## src/rtl/posit_decode_arbiter.sv

```systemverilog
// Shared posit decoder with a round-robin front end.
// Several requesters compete for one posit_denormalize instance. The accepted
// word goes through a capture register (stage A) and the decoded fields land
// in an output register (stage B). The result leaves through an rts/rtr port
// tagged with the index of the requester that supplied it.

// Combinational posit field extractor.
// Zero and NaR are flagged, and all other fields read as zero for them.
// For ordinary values the sign is split off and the two's-complement magnitude
// is decoded. The regime run gives k, and scale = k*2^ES + exponent. The
// fraction is left-aligned without the hidden bit.
module posit_denormalize #(
  parameter int N  = 16,
  parameter int ES = 0,
  parameter int SW = 5,
  parameter int FW = 13
) (
  input  logic [N-1:0]  posit,
  output logic          sign,
  output logic          inf,
  output logic          zero,
  output logic [SW-1:0] scale,
  output logic [FW-1:0] fraction
);
  localparam int CW = $clog2(N);

  logic [N-2:0]  body;
  logic          rbit;
  logic          stop;
  logic [CW-1:0] run;
  logic [N-4:0]  rest;
  logic [SW-1:0] regime;
  logic [SW-1:0] expo;
  logic          special;

  // Magnitude below the sign bit, regime run length, and the bits after the terminator
  always_comb begin
    body = posit[N-1] ? (~posit[N-2:0] + {{(N-2){1'b0}}, 1'b1}) : posit[N-2:0];
    rbit = body[N-2];
    run  = '0;
    stop = 1'b0;
    for (int i = N - 2; i >= 0; i--) begin
      if (!stop) begin
        if (body[i] == rbit) run = run + CW'(1);
        else                 stop = 1'b1;
      end
    end
    // The regime occupies run bits plus one terminator. Shifting the remaining
    // N-3 low bits left by run-1 discards the rest of the regime in one step.
    rest   = body[N-4:0] << (run - CW'(1));
    regime = rbit ? (SW'(run) - SW'(1)) : (SW'(0) - SW'(run));
  end

  if (ES > 0) begin : g_exp
    assign expo = SW'(rest[N-4 -: ES]);
  end else begin : g_noexp
    assign expo = '0;
  end

  // Special-value detection, and final field selection
  always_comb begin
    special  = ~|posit[N-2:0];
    zero     = special & ~posit[N-1];
    inf      = special &  posit[N-1];
    sign     = special ? 1'b0 : posit[N-1];
    scale    = special ? '0 : ((regime << ES) + expo);
    fraction = special ? '0 : rest[FW-1:0];
  end
endmodule

// SW and FW are the closed forms of GET_SCALE_WIDTH and GET_FRACTION_WIDTH
// when no extra guard bits are requested.
module posit_decode_arbiter #(
  parameter  int POSIT_WIDTH = 16,
  parameter  int POSIT_ES    = 0,
  parameter  int NUM_REQ     = 4,
  localparam int SW          = $clog2(POSIT_WIDTH) + POSIT_ES + 1,
  localparam int FW          = POSIT_WIDTH - POSIT_ES - 3,
  localparam int IW          = $clog2(NUM_REQ)
) (
  input  logic                           clk,
  input  logic                           rst_n,
  input  logic [NUM_REQ-1:0]             req_rts_i,
  output logic [NUM_REQ-1:0]             req_rtr_o,
  input  logic [NUM_REQ*POSIT_WIDTH-1:0] req_posit_i,
  output logic                           rts_o,
  input  logic                           rtr_i,
  output logic [IW-1:0]                  id_o,
  output logic                           sign_o,
  output logic                           inf_o,
  output logic                           zero_o,
  output logic [SW-1:0]                  scale_o,
  output logic [FW-1:0]                  fraction_o
);
  logic [IW-1:0]          ptr;
  logic [NUM_REQ-1:0]     grant;
  logic [IW-1:0]          grant_id;
  logic [IW-1:0]          idx;
  logic                   found;
  logic [POSIT_WIDTH-1:0] grant_word;

  logic                   a_valid;
  logic [POSIT_WIDTH-1:0] a_posit;
  logic [IW-1:0]          a_id;
  logic                   b_valid;

  logic                   b_load;
  logic                   a_adv;
  logic                   a_ready;
  logic                   take;

  logic                   dec_sign;
  logic                   dec_inf;
  logic                   dec_zero;
  logic [SW-1:0]          dec_scale;
  logic [FW-1:0]          dec_fraction;

  // Round-robin search: the first active requester at or after ptr wins
  always_comb begin
    grant    = '0;
    grant_id = '0;
    idx      = '0;
    found    = 1'b0;
    for (int off = 0; off < NUM_REQ; off++) begin
      idx = IW'((int'(ptr) + off) % NUM_REQ);
      if (!found && req_rts_i[idx]) begin
        found       = 1'b1;
        grant[idx]  = 1'b1;
        grant_id    = idx;
      end
    end
  end

  assign b_load     = !b_valid || rtr_i;
  assign a_adv      = a_valid && b_load;
  assign a_ready    = !a_valid || a_adv;
  assign req_rtr_o  = (rst_n && a_ready) ? grant : '0;
  assign take       = |req_rtr_o;
  assign grant_word = req_posit_i[grant_id*POSIT_WIDTH +: POSIT_WIDTH];
  assign rts_o      = b_valid;

  // After a transfer, the requester just served drops to lowest priority
  always_ff @(posedge clk or negedge rst_n) begin
    if (!rst_n) begin
      ptr <= '0;
    end else if (take) begin
      ptr <= (grant_id == IW'(NUM_REQ - 1)) ? '0 : grant_id + IW'(1);
    end
  end

  // Stage A captures the granted word. It empties only when it advances and nothing new arrives.
  always_ff @(posedge clk or negedge rst_n) begin
    if (!rst_n) begin
      a_valid <= 1'b0;
      a_posit <= '0;
      a_id    <= '0;
    end else if (take) begin
      a_valid <= 1'b1;
      a_posit <= grant_word;
      a_id    <= grant_id;
    end else if (a_adv) begin
      a_valid <= 1'b0;
    end
  end

  posit_denormalize #(
    .N  (POSIT_WIDTH),
    .ES (POSIT_ES),
    .SW (SW),
    .FW (FW)
  ) u_dec (
    .posit    (a_posit),
    .sign     (dec_sign),
    .inf      (dec_inf),
    .zero     (dec_zero),
    .scale    (dec_scale),
    .fraction (dec_fraction)
  );

  // Stage B: the payload stays frozen while the result waits for rtr_i
  always_ff @(posedge clk or negedge rst_n) begin
    if (!rst_n) begin
      b_valid    <= 1'b0;
      id_o       <= '0;
      sign_o     <= 1'b0;
      inf_o      <= 1'b0;
      zero_o     <= 1'b0;
      scale_o    <= '0;
      fraction_o <= '0;
    end else if (b_load) begin
      b_valid <= a_valid;
      if (a_valid) begin
        id_o       <= a_id;
        sign_o     <= dec_sign;
        inf_o      <= dec_inf;
        zero_o     <= dec_zero;
        scale_o    <= dec_scale;
        fraction_o <= dec_fraction;
      end
    end
  end
endmodule
```

## config.mk

```make
export PLATFORM = sky130hd
export DESIGN_NAME = posit_decode_arbiter
export DESIGN_NICKNAME = d
export VERILOG_FILES = /design/src/rtl/posit_decode_arbiter.sv
export SDC_FILE = /design/constraint.sdc
export NUM_CORES = 1
export LEC_CHECK = 0
export BUFFER_PORTS_ARGS = -buffer_cell sky130_fd_sc_hd__buf_2
export CAP_MARGIN = 20
export CORE_UTILIZATION = 60
export DETAILED_ROUTE_END_ITERATION = 12
export PLACE_DENSITY = 0.85
export SLEW_MARGIN = 25
export SYNTH_ARGS = -nofsm -noshare
export SYNTH_HDL_FRONTEND = slang
export SYNTH_SLANG_ARGS = --single-unit
```

## constraint.sdc

```tcl
create_clock -name clk -period 14.56 [get_ports clk]
set_input_delay 2.912 -clock clk [delete_from_list [all_inputs] [get_ports clk]]
set_output_delay 2.912 -clock clk [all_outputs]
set_load 0.1 [all_outputs]
```

After elaboration in Yosys (flattened, before gate mapping)
Index checks and enable logic that the tools add are counted.
{"block": "word_totals", "register_bits": 45, "inputBits": 71, "out_inout_bits": 28, "wordCells": 173}
{"block": "op_classes", "addsub": 21, "order_cmp": 8, "n_eq_ne": 15, "n_shift": 2, "n_mux": 88, "n_bitwise": 7, "reduce_logical": 21}
{"operator": "4-bit 2-to-1 mux", "count": 31}
{"operator": "64-bit by 7-bit indexed part select with 16-bit output", "count": 1}
{"operator": "4-bit by 1-bit adder with 4-bit output (second input constant)", "count": 13}
{"operator": "1-bit 2-to-1 mux", "count": 39}
{"operator": "15-bit by 1-bit adder with 15-bit output (second input constant)", "count": 1}
{"operator": "15-bit 2-to-1 mux", "count": 1}
{"operator": "15-bit NOT", "count": 1}
{"operator": "15-bit OR reduction", "count": 1}
{"operator": "1-bit equality test", "count": 14}
{"operator": "13-bit 2-to-1 mux", "count": 1}
{"operator": "13-bit by 4-bit left shift with 13-bit output", "count": 1}
{"operator": "2-bit by 3-bit less-than comparator with 1-bit output (second input constant)", "count": 4}
{"operator": "2-bit 2-to-1 mux", "count": 6}
{"operator": "4-bit bitwise OR", "count": 3}
{"operator": "5-bit 2-to-1 mux", "count": 2}
{"operator": "1-bit logical AND", "count": 9}
{"operator": "1-bit binary-select mux with 2-bit select", "count": 4}
{"operator": "1-bit demux with 2-bit select", "count": 4}
{"operator": "2-bit by 1-bit >= comparator with 1-bit output (second input constant)", "count": 4}
{"operator": "1-bit zero test", "count": 6}
{"operator": "1-bit by 4-bit subtractor with 5-bit output (first input constant)", "count": 1}
{"operator": "4-bit by 1-bit subtractor with 5-bit output (second input constant)", "count": 1}
{"operator": "2-bit by 1-bit adder with 2-bit output (second input constant)", "count": 2}
{"operator": "2-bit adder (second input constant)", "count": 2}
{"operator": "other kinds (8)", "count": 10}

Longest topological paths before layout
{"block": "depth", "depth_word": 47, "depth_mapped": 35, "depth_no_buf": 34}

Modules after synthesis
From an unflattened synthesis, not the netlist that was laid out.
{"block": "unflattened", "hier_cells": 682, "area_unflattened_um2": 5889.4}
{"module": "posit_decode_arbiter", "n_inst": 1, "cells_per_inst": 353, "area_each_um2": 3469.6}
{"module": "posit_denormalize", "n_inst": 1, "cells_per_inst": 329, "area_each_um2": 2419.8}

Least setup slack after synthesis
No wires, ideal clock.
{"block": "synth_path", "path_kind": "input to output", "start": "in req_rts_i[1]", "end": "out req_rtr_o[0]", "arrival_time_ps": 5482, "t_required_ps": 11648, "slack_ps": 6166, "path_stages": 5, "path_buffers": 0, "cell_sequence": "mux2_2 or3_1 a21boi_0 a222oi_1 a21oi_1"}
{"block": "synth_between", "elab_chain_len": 13}
{"element": "from (decl)", "line_no": "83", "source": "input logic [NUM_REQ-1:0] req_rts_i,"}
{"element": "1-bit binary-select mux with 2-bit select", "line_no": "126", "source": "if (!found && req_rts_i[idx]) begin"}
{"element": "1-bit 2-to-1 mux (implied by the code)", "line_no": "126"}
{"element": "1-bit 2-to-1 mux", "line_no": "126"}
{"element": "1-bit zero test", "line_no": "126"}
{"element": "1-bit logical AND", "line_no": "126"}
{"element": "1-bit 2-to-1 mux", "line_no": "126"}
{"element": "1-bit zero test", "line_no": "126"}
{"element": "1-bit logical AND", "line_no": "126"}
{"element": "1-bit 2-to-1 mux", "line_no": "126"}
{"element": "1-bit zero test", "line_no": "126"}
{"element": "1-bit logical AND", "line_no": "126"}
{"element": "4-bit 2-to-1 mux *", "line_no": "126"}
{"element": "4-bit 2-to-1 mux *", "line_no": "137", "source": "assign req_rtr_o = (rst_n && a_ready) ? grant : '0;"}
{"element": "to (decl)", "line_no": "84", "source": "output logic [NUM_REQ-1:0] req_rtr_o,"}
Mark *: on every way between the ends. The rest lies on a longest branch, timed or not. The select of a mux whose other input is x is not followed.

Worst setup path in the final report
{"block": "layout_path", "start": "reg a_posit[0]", "end": "reg fraction_o[9]"}
{"block": "layout_between", "elab_chain_len": 47}
{"element": "from (decl)", "line_no": "103", "source": "logic [POSIT_WIDTH-1:0] a_posit;"}
{"element": "from (signal assigned)", "line_no": "159", "source": "a_posit <= grant_word;"}
{"element": "15-bit NOT", "line_no": "38", "source": "body = posit[N-1] ? (~posit[N-2:0] + {{(N-2){1'b0}}, 1'b1}) : posit[N-2:0];"}
{"element": "15-bit by 1-bit adder with 15-bit output", "line_no": "38"}
{"element": "15-bit 2-to-1 mux", "line_no": "38"}
{"element": "1-bit equality test", "line_no": "44", "source": "if (body[i] == rbit) run = run + CW'(1);"}
{"element": "2-bit 2-to-1 mux", "line_no": "44"}
{"element": "4-bit by 1-bit adder with 4-bit output", "line_no": "44"}
{"element": "4-bit 2-to-1 mux", "line_no": "44"}
{"element": "4-bit 2-to-1 mux", "line_no": "43", "source": "if (!stop) begin"}
{"element": "[... 31 more ...]"}
{"element": "4-bit 2-to-1 mux", "line_no": "44"}
{"element": "4-bit 2-to-1 mux", "line_no": "43"}
{"element": "4-bit by 1-bit adder with 4-bit output", "line_no": "44"}
{"element": "4-bit 2-to-1 mux", "line_no": "44"}
{"element": "4-bit 2-to-1 mux", "line_no": "43"}
{"element": "4-bit by 1-bit subtractor with 4-bit output", "line_no": "50", "source": "rest = body[N-4:0] << (run - CW'(1));"}
{"element": "13-bit by 4-bit left shift with 13-bit output", "line_no": "50"}
{"element": "13-bit 2-to-1 mux *", "line_no": "67", "source": "fraction = special ? '0 : rest[FW-1:0];"}
{"element": "to (signal assigned)", "line_no": "198", "source": "fraction_o <= dec_fraction;"}
{"element": "to (decl)", "line_no": "93", "source": "output logic [FW-1:0] fraction_o"}
Mark *: on every way between the ends. The rest lies on a longest branch, timed or not.
A chain may end at the register's enable or synchronous reset.

==> metrics.csv <==
stage;metric;value;unit
outcome;outcome;completed;
global_routing;total gr overflow;0;
drt;Detail Route Antenna Nets;0;
clocking;clock sinks;45;
job;max-cap violations;0;
drt;total wire length;13600;um
drt;WL per Instance;17.0;um
synthesis;register area share after synthesis;20.9;%
sta;Rel. slew slack;44.8;%
sta;Period minus WS final;8.85;ns
die;I/O pins;99;
drt;DRC Markers;0;
clocking;H-tree lvl count;2;
global_routing;number of global-route vias before repair;4922;
clocking;Clock Path Buffers;2;
clocking;root buf cell;clkbuf_8;
placed_design;pre-CTS setup slack;5.83;ns
die;Die H;96.7;um
worst_setup_path;startpoint types;flip-flop;
synthesis;Cell variety after synth;109;
sta;count of final setup violators;0;
sta;worst clock skew;0.00807;ns
synthesis;Main synth FF type;dfrtp_1;
global_routing;All-Layer GR Usage;29.0;%
worst_setup_path;element type at the critical path end;flip-flop;
die;core area;8720;sq um
die;DIE AREA;9360;sq um
clocking;Post-CTS Setup Bufs;0;
layout;antenna diode instance count;0;
placed_design;Placer Congestion;0.930;
clocking;clk slew on worst S/H paths;0.10;ns
synthesis;Post-Syn Area;5390;sq um
die;row cnt;34;
clocking;TritonCTS buffer count;5;
worst_setup_path;CP required;14.77;ns
sta;Final WS setup;5.71;ns
clocking;Hold Buf Count CTS;0;
global_routing;pin count of the biggest net entering global routing;47;
placed_design;post-DP HPWL;10600;um
worst_hold_path;Hold Crit Class;reg2reg;
layout;design area;5890;sq um
synthesis;Yosys warning count;0;
synthesis;cells after synthesis;613;
worst_setup_path;Crit path largest cell delay;0.62;ns
die;Die W;96.7;um
synthesis;syn_area_per_cell;8.78;sq um
placed_design;Placed Instance Area;5770;sq um
worst_setup_path;Crit-path slowest cell;ha_1;
clocking;post-CTS sizing;0;
global_routing;antenna violations before repair;0;
clocking;CTS tree;yes;
sta;final hold vios;0;
synthesis;ys async rst share;100;%
layout;Layout Nets;777;
worst_setup_path;Crit Path Class;reg2reg;
clocking;worst skew pair latency;0.31;ns
worst_setup_path;Arrival @ worst endpoint;9.06;ns
synthesis;syn nets;702;
synthesis;number of synthesized flops with an enable pin;0;
sta;Max Fclk;113;MHz
synthesis;flops & latches, synth;45;
sta;hold_ws;0.488;ns
worst_setup_path;crit-path max FO;23;
drt;initial DRC count;323;
global_routing;first-pass GRT wire length;22900;um
worst_setup_path;crit-path most repeated cell;ha_1;
sta;Final Max Tran Viols;0;
sta;Tightest Pin Transition;0.822;ns
sta;Final Cycle Share;60.8;%
drt;DR vias/cell;6.54;
layout;P&R area growth vs syn;9.36;%
die;initial core utilization;61.8;%
placed_design;port bufs;98;
sta;Sum Neg Setup Slack;0;ns
drt;via count;5216;
drt;DRT Pass-1 Iters;6;
layout;layout cell share with drive strength beyond 1;29.3;%
sta;RSZ-0062 raised after global routing;false;
[through the flow]
stage,cells,utilization [%]
finish,797,67.5
global route,797,67.5
CTS,796,67.2
detailed placement,788,66.1
global placement,788,66.1
floorplan,613,-
[critical path: cells and delay by family (launching register included)]
family	cells	cell delay, ns
AOI/OAI and AO/OA	10	2.52
adders and majority gates	6	2.15
buffers and inverters	2	0.30
DFF	1	0.46
muxes	4	1.23
and+or+nand+nor	9	2.05
[placed cells by master, fill, tap and decap left out, types with 7 or more instances in the layout]
| cell type | instances |
|---|---|
| nor2_1 | 38 |
| inv_1 | 11 |
| o211ai_1 | 7 |
| nand2_1 | 88 |
| ha_1 | 18 |
| buf_2 | 97 |
| a31oi_1 | 7 |
| mux2_2 | 27 |
| a21oi_1 | 20 |
| mux2i_1 | 45 |
| dfrtp_1 | 45 |
| o31ai_1 | 9 |
| o21ai_0 | 40 |
| nand3_1 | 11 |
| nor3_1 | 15 |
| xnor2_1 | 14 |
[worst paths after layout]
path,start,end,slack [ns],depth (start not counted)
max,a_posit[0],fraction_o[9],5.71,31
min,zero_o,zero_o,0.49,2
max reg2reg,a_posit[0],fraction_o[9],5.71,31
min reg2reg,zero_o,zero_o,0.49,2
max in group asynchronous,rst_n,a_posit[9],11.60,1
min in group asynchronous,rst_n,id_o[1],2.58,1
[cells in the mapped netlist (all sizes together) (5+ instances only)]
| library cell | n | area (sq um) |
|---|---|---|
| dfrtp | 45 | 1130 |
| a21o | 6 | 47.6 |
| xnor2 | 14 | 123 |
| o211ai | 7 | 52.6 |
| a21boi | 5 | 41.3 |
| o21ai | 47 | 239 |
| a211oi | 8 | 70.1 |
| nand2b | 6 | 37.5 |
| nor4 | 10 | 90.1 |
| o311ai | 5 | 51.3 |
| clkbuf | 21 | 150 |
| nand2 | 89 | 337 |
| o31ai | 13 | 118 |
| or4 | 5 | 46.3 |
| a31oi | 7 | 43.8 |
| nor2 | 39 | 154 |
| or2 | 7 | 43.8 |
| ha | 18 | 225 |
| mux2i | 47 | 495 |
| a21oi | 23 | 119 |
| inv | 11 | 41.3 |
| nor3b | 7 | 57.6 |
| buf | 11 | 96.3 |
| nor3 | 17 | 108 |
| mux2 | 27 | 304 |
| nand3 | 11 | 55.1 |
| a22oi | 5 | 56.3 |
| and2 | 6 | 42.5 |
| or3 | 7 | 45.1 |
[layout make-up]
cell class              instances  area (sq um)
clock inverters                 3          25.0
inverters                      11          41.3
multi-input cells             523          3950
flip-flops and latches         45          1130
fillers                       707          2830
clock buffers                   5          68.8
repair buffers                102           543
well taps                     108           135
[cells by family (layout without fill, tap and decap cells)]
group	count (synthesis)	in the layout	share of synthesized area [%]
DFF	45	45	20.9
adders and majority gates	18	18	4.18
and+or+nand+nor	226	226	22.7
buffers and inverters	45	121	6.13
muxes	76	76	15.7
xor gates and xnor gates	19	19	3.37
AOI/OAI and AO/OA	184	184	27.1
[per-layer routing]
metal | GRT usage (%) | vias up | wire [um]
met2 | 49.3 | 205 | 6630
met1 | 37.9 | 2484 | 5920
met5 | 0 | - | 0
li1 | - | 2496 | -
met4 | 8.04 | 0 | 231
met3 | 4.99 | 31 | 791
[state kept, by name (all words and copies together), names as in the netlist]
signal and cells:
a_posit 16, zero_o 1, id_o 2, inf_o 1, scale_o 5, sign_o 1
a_id 2, ptr 2, rts_o 1, a_valid 1, fraction_o 13
Power is not shown: default switching activity piles up to over one toggle a cycle in this logic, so the estimate is an artifact.
